**src/rtl/pll_lock_sequencer.sv**
```systemverilog
// rtl/pll_lock_sequencer.sv - PLL reset/lock sequencer with downstream reset release
// Optional lock-loss counter enabled by defining LOCK_LOSS_CNT_EN.
module pll_lock_sequencer #(
  parameter int RST_CYCLES    = 24,
  parameter int LOCK_TIMEOUT  = 24000,
  parameter int STABLE_CYCLES = 240,
  parameter int MAX_RETRY     = 3
) (
  input  logic       sys_clk,
  input  logic       sys_rst_n,
  input  logic       pll_lock,
  input  logic       retry_req,
  output logic       pll_rst,
  output logic       rst_out_n,
  output logic       ready,
  output logic       fail,
  output logic [3:0] retry_cnt
`ifdef LOCK_LOSS_CNT_EN
  ,
  output logic [7:0] loss_cnt
`endif
);

  localparam int MAX_AB = (RST_CYCLES > LOCK_TIMEOUT) ? RST_CYCLES : LOCK_TIMEOUT;
  localparam int MAX_C  = (MAX_AB > STABLE_CYCLES) ? MAX_AB : STABLE_CYCLES;
  localparam int CW     = (MAX_C > 1) ? $clog2(MAX_C) : 1;

  localparam logic [CW-1:0] RST_LAST  = CW'(RST_CYCLES - 1);
  localparam logic [CW-1:0] TO_LAST   = CW'(LOCK_TIMEOUT - 1);
  localparam logic [CW-1:0] STAB_LAST = CW'(STABLE_CYCLES - 1);
  localparam logic [3:0]    RETRY_LIM = 4'(MAX_RETRY);

  typedef enum logic [2:0] {
    S_RST,
    S_WAIT,
    S_STAB,
    S_RUN,
    S_FAIL
  } state_t;

  state_t        state;
  logic [CW-1:0] cnt;
  logic          sync1;
  logic          lock_s;
  logic [3:0]    retry_next;

  assign retry_next = retry_cnt + 4'd1;

  always_ff @(posedge sys_clk) begin
    if (!sys_rst_n) begin
      state     <= S_RST;
      cnt       <= '0;
      sync1     <= 1'b0;
      lock_s    <= 1'b0;
      pll_rst   <= 1'b1;
      rst_out_n <= 1'b0;
      ready     <= 1'b0;
      fail      <= 1'b0;
      retry_cnt <= 4'd0;
`ifdef LOCK_LOSS_CNT_EN
      loss_cnt  <= 8'd0;
`endif
    end else begin
      // raw pll_lock is only ever seen through this synchronizer
      sync1  <= pll_lock;
      lock_s <= sync1;
      case (state)
        S_RST: begin
          if (cnt == RST_LAST) begin
            state   <= S_WAIT;
            cnt     <= '0;
            pll_rst <= 1'b0;
          end else begin
            cnt <= cnt + CW'(1);
          end
        end
        S_WAIT: begin
          if (lock_s) begin
            state <= S_STAB;
            cnt   <= '0;
          end else if (cnt == TO_LAST) begin
            cnt       <= '0;
            retry_cnt <= retry_next;
            if (retry_next == RETRY_LIM) begin
              state <= S_FAIL;
              fail  <= 1'b1;
            end else begin
              state   <= S_RST;
              pll_rst <= 1'b1;
            end
          end else begin
            cnt <= cnt + CW'(1);
          end
        end
        S_STAB: begin
          // a dropout sends us back to waiting without charging a retry
          if (!lock_s) begin
            state <= S_WAIT;
            cnt   <= '0;
          end else if (cnt == STAB_LAST) begin
            state     <= S_RUN;
            cnt       <= '0;
            rst_out_n <= 1'b1;
            ready     <= 1'b1;
            retry_cnt <= 4'd0;
          end else begin
            cnt <= cnt + CW'(1);
          end
        end
        S_RUN: begin
          if (!lock_s) begin
            state     <= S_RST;
            cnt       <= '0;
            pll_rst   <= 1'b1;
            rst_out_n <= 1'b0;
            ready     <= 1'b0;
`ifdef LOCK_LOSS_CNT_EN
            if (loss_cnt != 8'hff) loss_cnt <= loss_cnt + 8'd1;
`endif
          end
        end
        S_FAIL: begin
          if (retry_req) begin
            state     <= S_RST;
            cnt       <= '0;
            pll_rst   <= 1'b1;
            fail      <= 1'b0;
            retry_cnt <= 4'd0;
          end
        end
        default: begin
          state     <= S_RST;
          cnt       <= '0;
          pll_rst   <= 1'b1;
          rst_out_n <= 1'b0;
          ready     <= 1'b0;
          fail      <= 1'b0;
        end
      endcase
    end
  end

endmodule
```
**config.mk**
```make
export PLATFORM = sky130hd
export DESIGN_NAME = pll_lock_sequencer
export DESIGN_NICKNAME = d
export VERILOG_FILES = /design/src/rtl/pll_lock_sequencer.sv
export SDC_FILE = /design/constraint.sdc
export NUM_CORES = 1
export LEC_CHECK = 0
export CAP_MARGIN = 0
export CORE_MARGIN = 2
export CORE_UTILIZATION = 60
export DETAILED_ROUTE_END_ITERATION = 16
export PLACE_DENSITY_LB_ADDON = 0.05
export RECOVER_POWER = 100
export SKIP_LAST_GASP = 1
export SLEW_MARGIN = 20
export SYNTH_ARGS = -nofsm -noshare
export SYNTH_HDL_FRONTEND = slang
export SYNTH_SLANG_ARGS = --single-unit
```
**constraint.sdc**
```tcl
create_clock -name sys_clk -period 5.92 [get_ports sys_clk]
set_input_delay 1.184 -clock sys_clk [delete_from_list [all_inputs] [get_ports sys_clk]]
set_output_delay 1.184 -clock sys_clk [all_outputs]
set_load 0.05 [all_outputs]
```
==> results of run 1 <==
==> critical path, stage by stage <==
cell	delay [ns]
dlygate4sd3_1	0.55
or4b_2	0.16
o21ai_0	0.16
a21o_1	0.23
o21ai_0	1.26
o22ai_1	0.19
==> worst paths after layout <==
| path | startpoint | to | slack, ns | cells past startpoint |
|---|---|---|---|---|
| setup / recovery | retry_req | state[1] | 2.33 | 6 |
| hold / removal | sync1 | lock_s | 0.46 | 1 |
| setup reg to reg | cnt[1] | state[1] | 2.41 | 7 |
| hold reg to reg | sync1 | lock_s | 0.46 | 1 |
==> metrics by stage <==
step                util (%)   power, W  hold WS (ns)  std cells  worst slack, ns
finish                 69.80  0.0003471        0.4573        214            2.328
CTS                    69.97  0.0003506        0.4577        214            2.994
global placement       68.80  0.0002707        0.4202        210            2.725
global route           69.80  0.0003635        0.5063        214            2.100
floorplan                  -  0.0002548        0.4119        178            3.311
detailed placement     68.80  0.0002723        0.4250        210            2.655
==> kinds of logic (layout without fill, tap and decap cells) <==
kind of cell	after synthesis	in the layout
and+or+nand+nor	87	87
adders and majority gates	3	3
DFF	27	27
buffers and inverters	12	20
xor gates and xnor gates	18	18
AOI/OAI and AO/OA	30	30
muxes	1	1
==> power by group through the flow <==
stage | Sequential, W | Combinational, W | Clock [W]
2_1_floorplan | 0.000211 | 0.0000440 | 0
3_3_place_gp | 0.000208 | 0.0000629 | 0
3_5_place_dp | 0.000209 | 0.0000636 | 0
4_1_cts | 0.000205 | 0.0000646 | 0.0000814
5_1_grt | 0.000206 | 0.0000696 | 0.0000876
6_report | 0.000205 | 0.0000624 | 0.0000798
==> registers in the layout, summed over array words and instances, names as in the netlist <==
name,flops
cnt,15
retry_cnt,4
state,3
fail,1
lock_s,1
pll_rst,1
ready,1
sync1,1
==> cell usage after synthesis (2+ instances only) <==
cell,number
nand3b_1,2
inv_1,5
clkbuf_1,5
o21ai_0,7
nor3_1,6
or3_1,2
and2_1,3
xnor2_1,10
o21a_1,2
nand4_1,3
or4b_2,2
a41oi_1,3
or4_1,3
ha_1,3
xor2_1,8
nor2_1,27
nand2b_1,4
and3_1,3
nor4b_1,2
a21oi_1,6
o22ai_1,2
nand3_1,8
nand2_1,20
dfxtp_1,27
==> metal layers <==
metal | part of all wire, % | global-route usage (%) | vias up
li1 | - | - | 638
met1 | 49 | 30.25 | 564
met2 | 47 | 42.08 | 32
met3 | 3.1 | 3.429 | 6
met4 | 1.1 | 5.128 | 0
met5 | 0 | 0 | -
==> area by class of cell <==
cell class | instances | area share, %
Multi-Input combinational cell | 139 | 53.13
Sequential cell | 27 | 34.67
Timing Repair Buffer | 11 | 7.063
Tap cell | 28 | 2.247
Clock buffer | 4 | 1.685
Inverter | 5 | 1.204
==> results.md, run 1 <==
* Status: finished with violations
* Failing checks: capacitance limit, slew limit
* Mapped cell area at 0.001423 mm2
* Per-cell routed wire length at around 14 um
* Yosys reg bits at 27
* DPL Wire Length at approximately 2200 um
* Max-cap violations at 1
* Clock transition at path regs at ~0.14 ns
* Cell Area, Placed at about 0.0015 mm2
* Main combinational cell family by area after synthesis: simple AND/OR/NAND/NOR gates
* Actual slew at the worst max-slew pin at about 1.6 ns
* First-pass GRT wire length at between 4000 and 5000 um
* Tmin final at 3.592 ns
* Flop pwr share at 59.0%
* Share of cells above drive strength 1 at under 10%
* CTS Buffer Depth at 2
* Multiplexer area fraction after synthesis at 0.7036%
* Period Utilization, post-route at around 61%
* Port-buffer cells at 11
* Req. time, crit path at between 6 and 7 ns
* Sw Pwr at 0.0001068 W
* Critical path class: in -> reg
* Fmax at roughly 280 MHz
* Slew HR at -10.75%
* Switching share of power at between 30% and 40%
* Cells after Synth at roughly 180
* Post-DRT Antenna Nets at 0
* LEAKAGE at between 0.5 and 0.6 nW
* Simple logic cell fraction of the synthesized area at a little under a third
* Post-synth top flop: dfxtp_1
* Async SR Flop Fraction at 0%
* Worst endpoint data arrival time at 3.75 ns
* Seq/Total Area, Yosys at a little under two fifths
* Post-synth EDFFs at 0
* Setup TNS at 0 ns
* DRC at 0
* Comb pwr share at around 18%
* Via density per instance at 5.794
* Ant diodes at 0
* Synth Area in XOR/XNOR at 11.08%
* CTS resizes at 0
* Synth Area in Compound Gates at between 10% and 20%
* Worst min path class: reg -> reg
* Die area at ~0.0028 mm2
* Yosys Warn Count at 0
* CTS Hold Bufs at 0
* Worst-skew pair later-pin latency at 0.32 ns
* Final Hold Fails at 0
* Critical Path Fanout Max at 16
* Die Span Y at 52.70 um
* Syn Area/Cell at 7.992 um2
* Worst IR Drop VDD at about 0.15 mV
* Fin area at ~0.0016 mm2
* Unrepaired setup endpoints after global routing: no
* CTS tree: built
* GRT overflow at 0
* Post-CTS Setup Repair Bufs at 0
* Power Internal at around 0.00024 W
* Ports at 12
* Antenna violations before repair at 0
* Clock Power Share at between 20% and 30%
* Core area at around 0.0022 mm2
* Seq. cell area at 540.5 um2
* Yosys top cell area share at 37.99%
* Area leader, netlist: dfxtp_1
* Vias at around 1200
* Final nets at 194
* FP Rows at 17
* Overall Global Routing Usage at 23.74%
* Inserted Clock Buffers at 3
* CP endpoint kind: flop
* Top cells by area, synth: dfxtp_1, nor2_1, xnor2_1, nand2_1, xor2_1
* Footprint of the multi-input gates at around 830 um2
* Total Wirelength at 2947 um
* Cell Pwr Density at 222.6 mW/mm2
* Number of fill cells at roughly 200
* Adder-cell share of the synthesized area at 2.639%
* Area growth syn-to-layout at 9.587%
* Worst Skew at ~0.0013 ns
* Root Buffer: clkbuf_4
* Unique cell type count in the Yosys netlist at 39
* First drt pass iteration count at 4
* Worst Setup Start Kind: input port
* Final Max Slew Viols at 17
* Largest net degree at the start of global routing at 17
* Syn nets at roughly 190
* Initial drt markers at 44
* Commonest non-fill, non-tap cells in the layout: nor2_1, dfxtp_1, nand2_1, xnor2_1, dlygate4sd3_1
* Die X-Extent at roughly 53 um
* Vias in the first global route at around 1200
* Final GP Congestion at about 0.85
* Final setup viols at 0
* CTS Sinks at 27
* H-tree Lvls at 1
* Starting Density at between 60% and 70%
No activity file was read; power rests on OpenSTA's default activity.
==> run 2, diff against run 1 <==
--- a/config.mk
+++ b/config.mk
@@ -7,7 +7,7 @@
 export LEC_CHECK = 0
 export CAP_MARGIN = 0
 export CORE_MARGIN = 2
-export CORE_UTILIZATION = 60
+export CORE_UTILIZATION = 51
 export DETAILED_ROUTE_END_ITERATION = 16
 export PLACE_DENSITY_LB_ADDON = 0.05
 export RECOVER_POWER = 100
==> constraint.sdc (replaced) <==
create_clock -name sys_clk -period 2.9 [get_ports sys_clk]
set_input_delay 0.58 -clock sys_clk [delete_from_list [all_inputs] [get_ports sys_clk]]
set_output_delay 0.58 -clock sys_clk [all_outputs]
set_load 0.05 [all_outputs]
==> run 2 against run 1 <==
  * The run now ends clean
  * Clock skew grew 0.0054 ns
  * Cell area is 1.2% higher
  * Clock power grew 97%
  * Non-clock buffer count grew 2
  * Worst setup slack got worse by 2.1 ns
  * Cell count increased by 2.3%
  * Utilization decreased by 12 points
  * Wire length down 1.9%
  * Power rose by 100%
  * Worst hold slack lost 0.0037 ns
  * Critical path depth grew 1
==> results.md, run 2 (same netlist as run 1, synthesis figures left out) <==
* Status: finished clean
* FP Rows at 19 (+2)
* Largest register FFs at 15 (unchanged)
* Post-DRT Antenna Nets at 0 (unchanged)
* Number of fill cells at 271 (+32%)
* Period Utilization, post-route at around 90%
* CTS Hold Bufs at 0 (unchanged)
* Util after Layout at 58.22% (-12 points)
* Vias in the first global route at 1167 (+1.5%)
* Core area at 0.002710 mm2 (+21%)
* Fmax at approximately 380 MHz
* Overall Global Routing Usage at 20.03% (-3.7 points)
* CP endpoint kind: flop
* Root Buffer: clkbuf_4
* Initial drt markers at 37 (-16%)
* Via density per instance at 5.689 (-1.8%)
* Share of cells above drive strength 1 at 3.723% (+1.0 points)
* Final GP Congestion at 0.8293 (-2.5%)
* Worst Skew at 0.006704 ns (+0.005426 ns)
* Inserted Clock Buffers at 3 (unchanged)
* Slew HR at 55.83% (+67 points)
* Worst IR Drop VDD at 0.3213 mV (+120%)
* Biggest regs: cnt x15, retry_cnt x4, state x3
* Starting Density at 52.49% (-11 points)
* Crit path largest cell delay at 0.68 ns (-0.58 ns)
* Tmin final at 2.636 ns
* LEAKAGE at 0.5764 nW (+1.4%)
* First-pass GRT wire length at 5140 um (+3.5%)
* Die area at 0.003228 mm2 (+16%)
* Final nets at 196 (+1.0%)
* Ant diodes at 0 (unchanged)
* Worst Setup Start Kind: flop
* H-tree Lvls at 1 (unchanged)
* Slowest CP cell: or4b_2
* Final setup viols at 0 (unchanged)
* Post-CTS Setup Repair Bufs at 0 (unchanged)
* Largest net degree at the start of global routing at 17 (unchanged)
* CTS Buffer Depth at 2 (unchanged)
* Cell Pwr Density at 446.6 mW/mm2 (+100%)
* Critical path class: reg -> reg
* Final Hold Fails at 0 (unchanged)
* Setup TNS at 0 ns (unchanged)
* Max-cap violations at 0 (-1)
* Biggest register: cnt
* Per-cell routed wire length at 13.20 um (-4.1%)
* Unrepaired setup endpoints after global routing: no
* First drt pass iteration count at 4 (unchanged)
* Antenna violations before repair at 0 (unchanged)
* Critical-path cell list: ha_1, nand2_1, or4b_2, o211ai_1, o21ai_1, o21ai_2, o22ai_1
* CP Buf/Inv Count at 0 (-1)
* Worst endpoint data arrival time at 2.83 ns (-0.92 ns)
* CP top delay family: compound AO/OA/AOI/OAI gates
* CTS tree: built
* Actual slew at the worst max-slew pin at 0.6625 ns (-0.9814 ns)
* Area growth syn-to-layout at 10.91%
* DPL Wire Length at 2166 um (about the same)
* Vias at 1246 (+0.48%)
* Clock transition at path regs at 0.14 ns (about the same)
* Die Span Y at 56.82 um (+7.8%)
* Ports at 12 (unchanged)
* Worst min path class: reg -> reg
* Final Max Slew Viols at 0 (-17)
* Critical Path Fanout Max at 16 (unchanged)
* Die X-Extent at 56.82 um (+7.8%)
* Worst-skew pair later-pin latency at 0.32 ns (about the same)
* CTS resizes at 0 (unchanged)
* GRT overflow at 0 (unchanged)
* DRC at 0 (unchanged)
* Commonest non-fill, non-tap cells in the layout: nor2_1, dfxtp_1, nand2_1, xnor2_1, dlygate4sd3_1
* Total Wirelength at 2891 um (-1.9%)
* Port-buffer cells at 11 (unchanged)
* CTS Sinks at 27 (unchanged)
* Req. time, crit path at 3.09 ns (-2.99 ns)
==> run 2: changes by cell type in the layout (fill, tap and decap cells not counted) <==
cell / delta
buf_4: +1
clkbuf_1: +1
clkdlybuf4s50_1: +1
dlygate4sd3_1: -1
o21ai_0: -1
o21ai_2: +1
==> run 2: path summary, 6_finish.rpt <==
path	from	end	slack, ns	cells after the start
worst min-delay path	sync1	lock_s	0.45	1
worst min register to register	sync1	lock_s	0.45	1
worst max-delay path	cnt[1]	state[1]	0.26	7
worst max register to register	cnt[1]	state[1]	0.26	7
==> run 2: layer usage <==
layer | GRT usage, % | wire (um)
met5 | 0 | 0
met3 | 2.304 | 56
met1 | 25.89 | 1349
met4 | 9.302 | 63
met2 | 33.22 | 1421
==> run 2: power by group <==
group | internal (W) | total (W) | switching [W] | leakage (nW)
combinational | 0.0000487 | 0.000132 | 0.0000832 | 0.343
sequential | 0.000389 | 0.000416 | 0.0000261 | 0.219
clock | 0.0000538 | 0.000157 | 0.000103 | 0.0150
==> run 2: per-stage QoR <==
stage | instance area, um2 | instances | total power, W | hold WS, ns | setup WS, ns
detailed placement | 1555 | 215 | 0.0005569 | 0.4209 | 0.2557
finish | 1578 | 219 | 0.0007046 | 0.4536 | 0.2642
floorplan | 1423 | 178 | 0.0005201 | 0.4119 | 0.6842
CTS | 1582 | 219 | 0.0007156 | 0.4539 | 0.2721
global placement | 1555 | 215 | 0.0005542 | 0.4128 | 0.3098
global route | 1578 | 219 | 0.0007459 | 0.4832 | 0.06463
==> run 2: cell type report <==
type	instances	area, um2	share of cell area, %
clock buffer	4	26.28	1.665
inverter	5	18.77	1.190
multi-input combinational	139	832.0	52.74
sequential	27	540.5	34.26
tap	31	38.79	2.458
timing repair buffer	13	121.4	7.692
==> run 3, diff against run 2 <==
--- a/config.mk
+++ b/config.mk
@@ -11,7 +11,6 @@
 export DETAILED_ROUTE_END_ITERATION = 16
 export PLACE_DENSITY_LB_ADDON = 0.05
 export RECOVER_POWER = 100
-export SKIP_LAST_GASP = 1
 export SLEW_MARGIN = 20
 export SYNTH_ARGS = -nofsm -noshare
 export SYNTH_HDL_FRONTEND = slang
==> results of run 3 <==
Same layout as run 2: the final DEF is identical, and so are final timing and power.
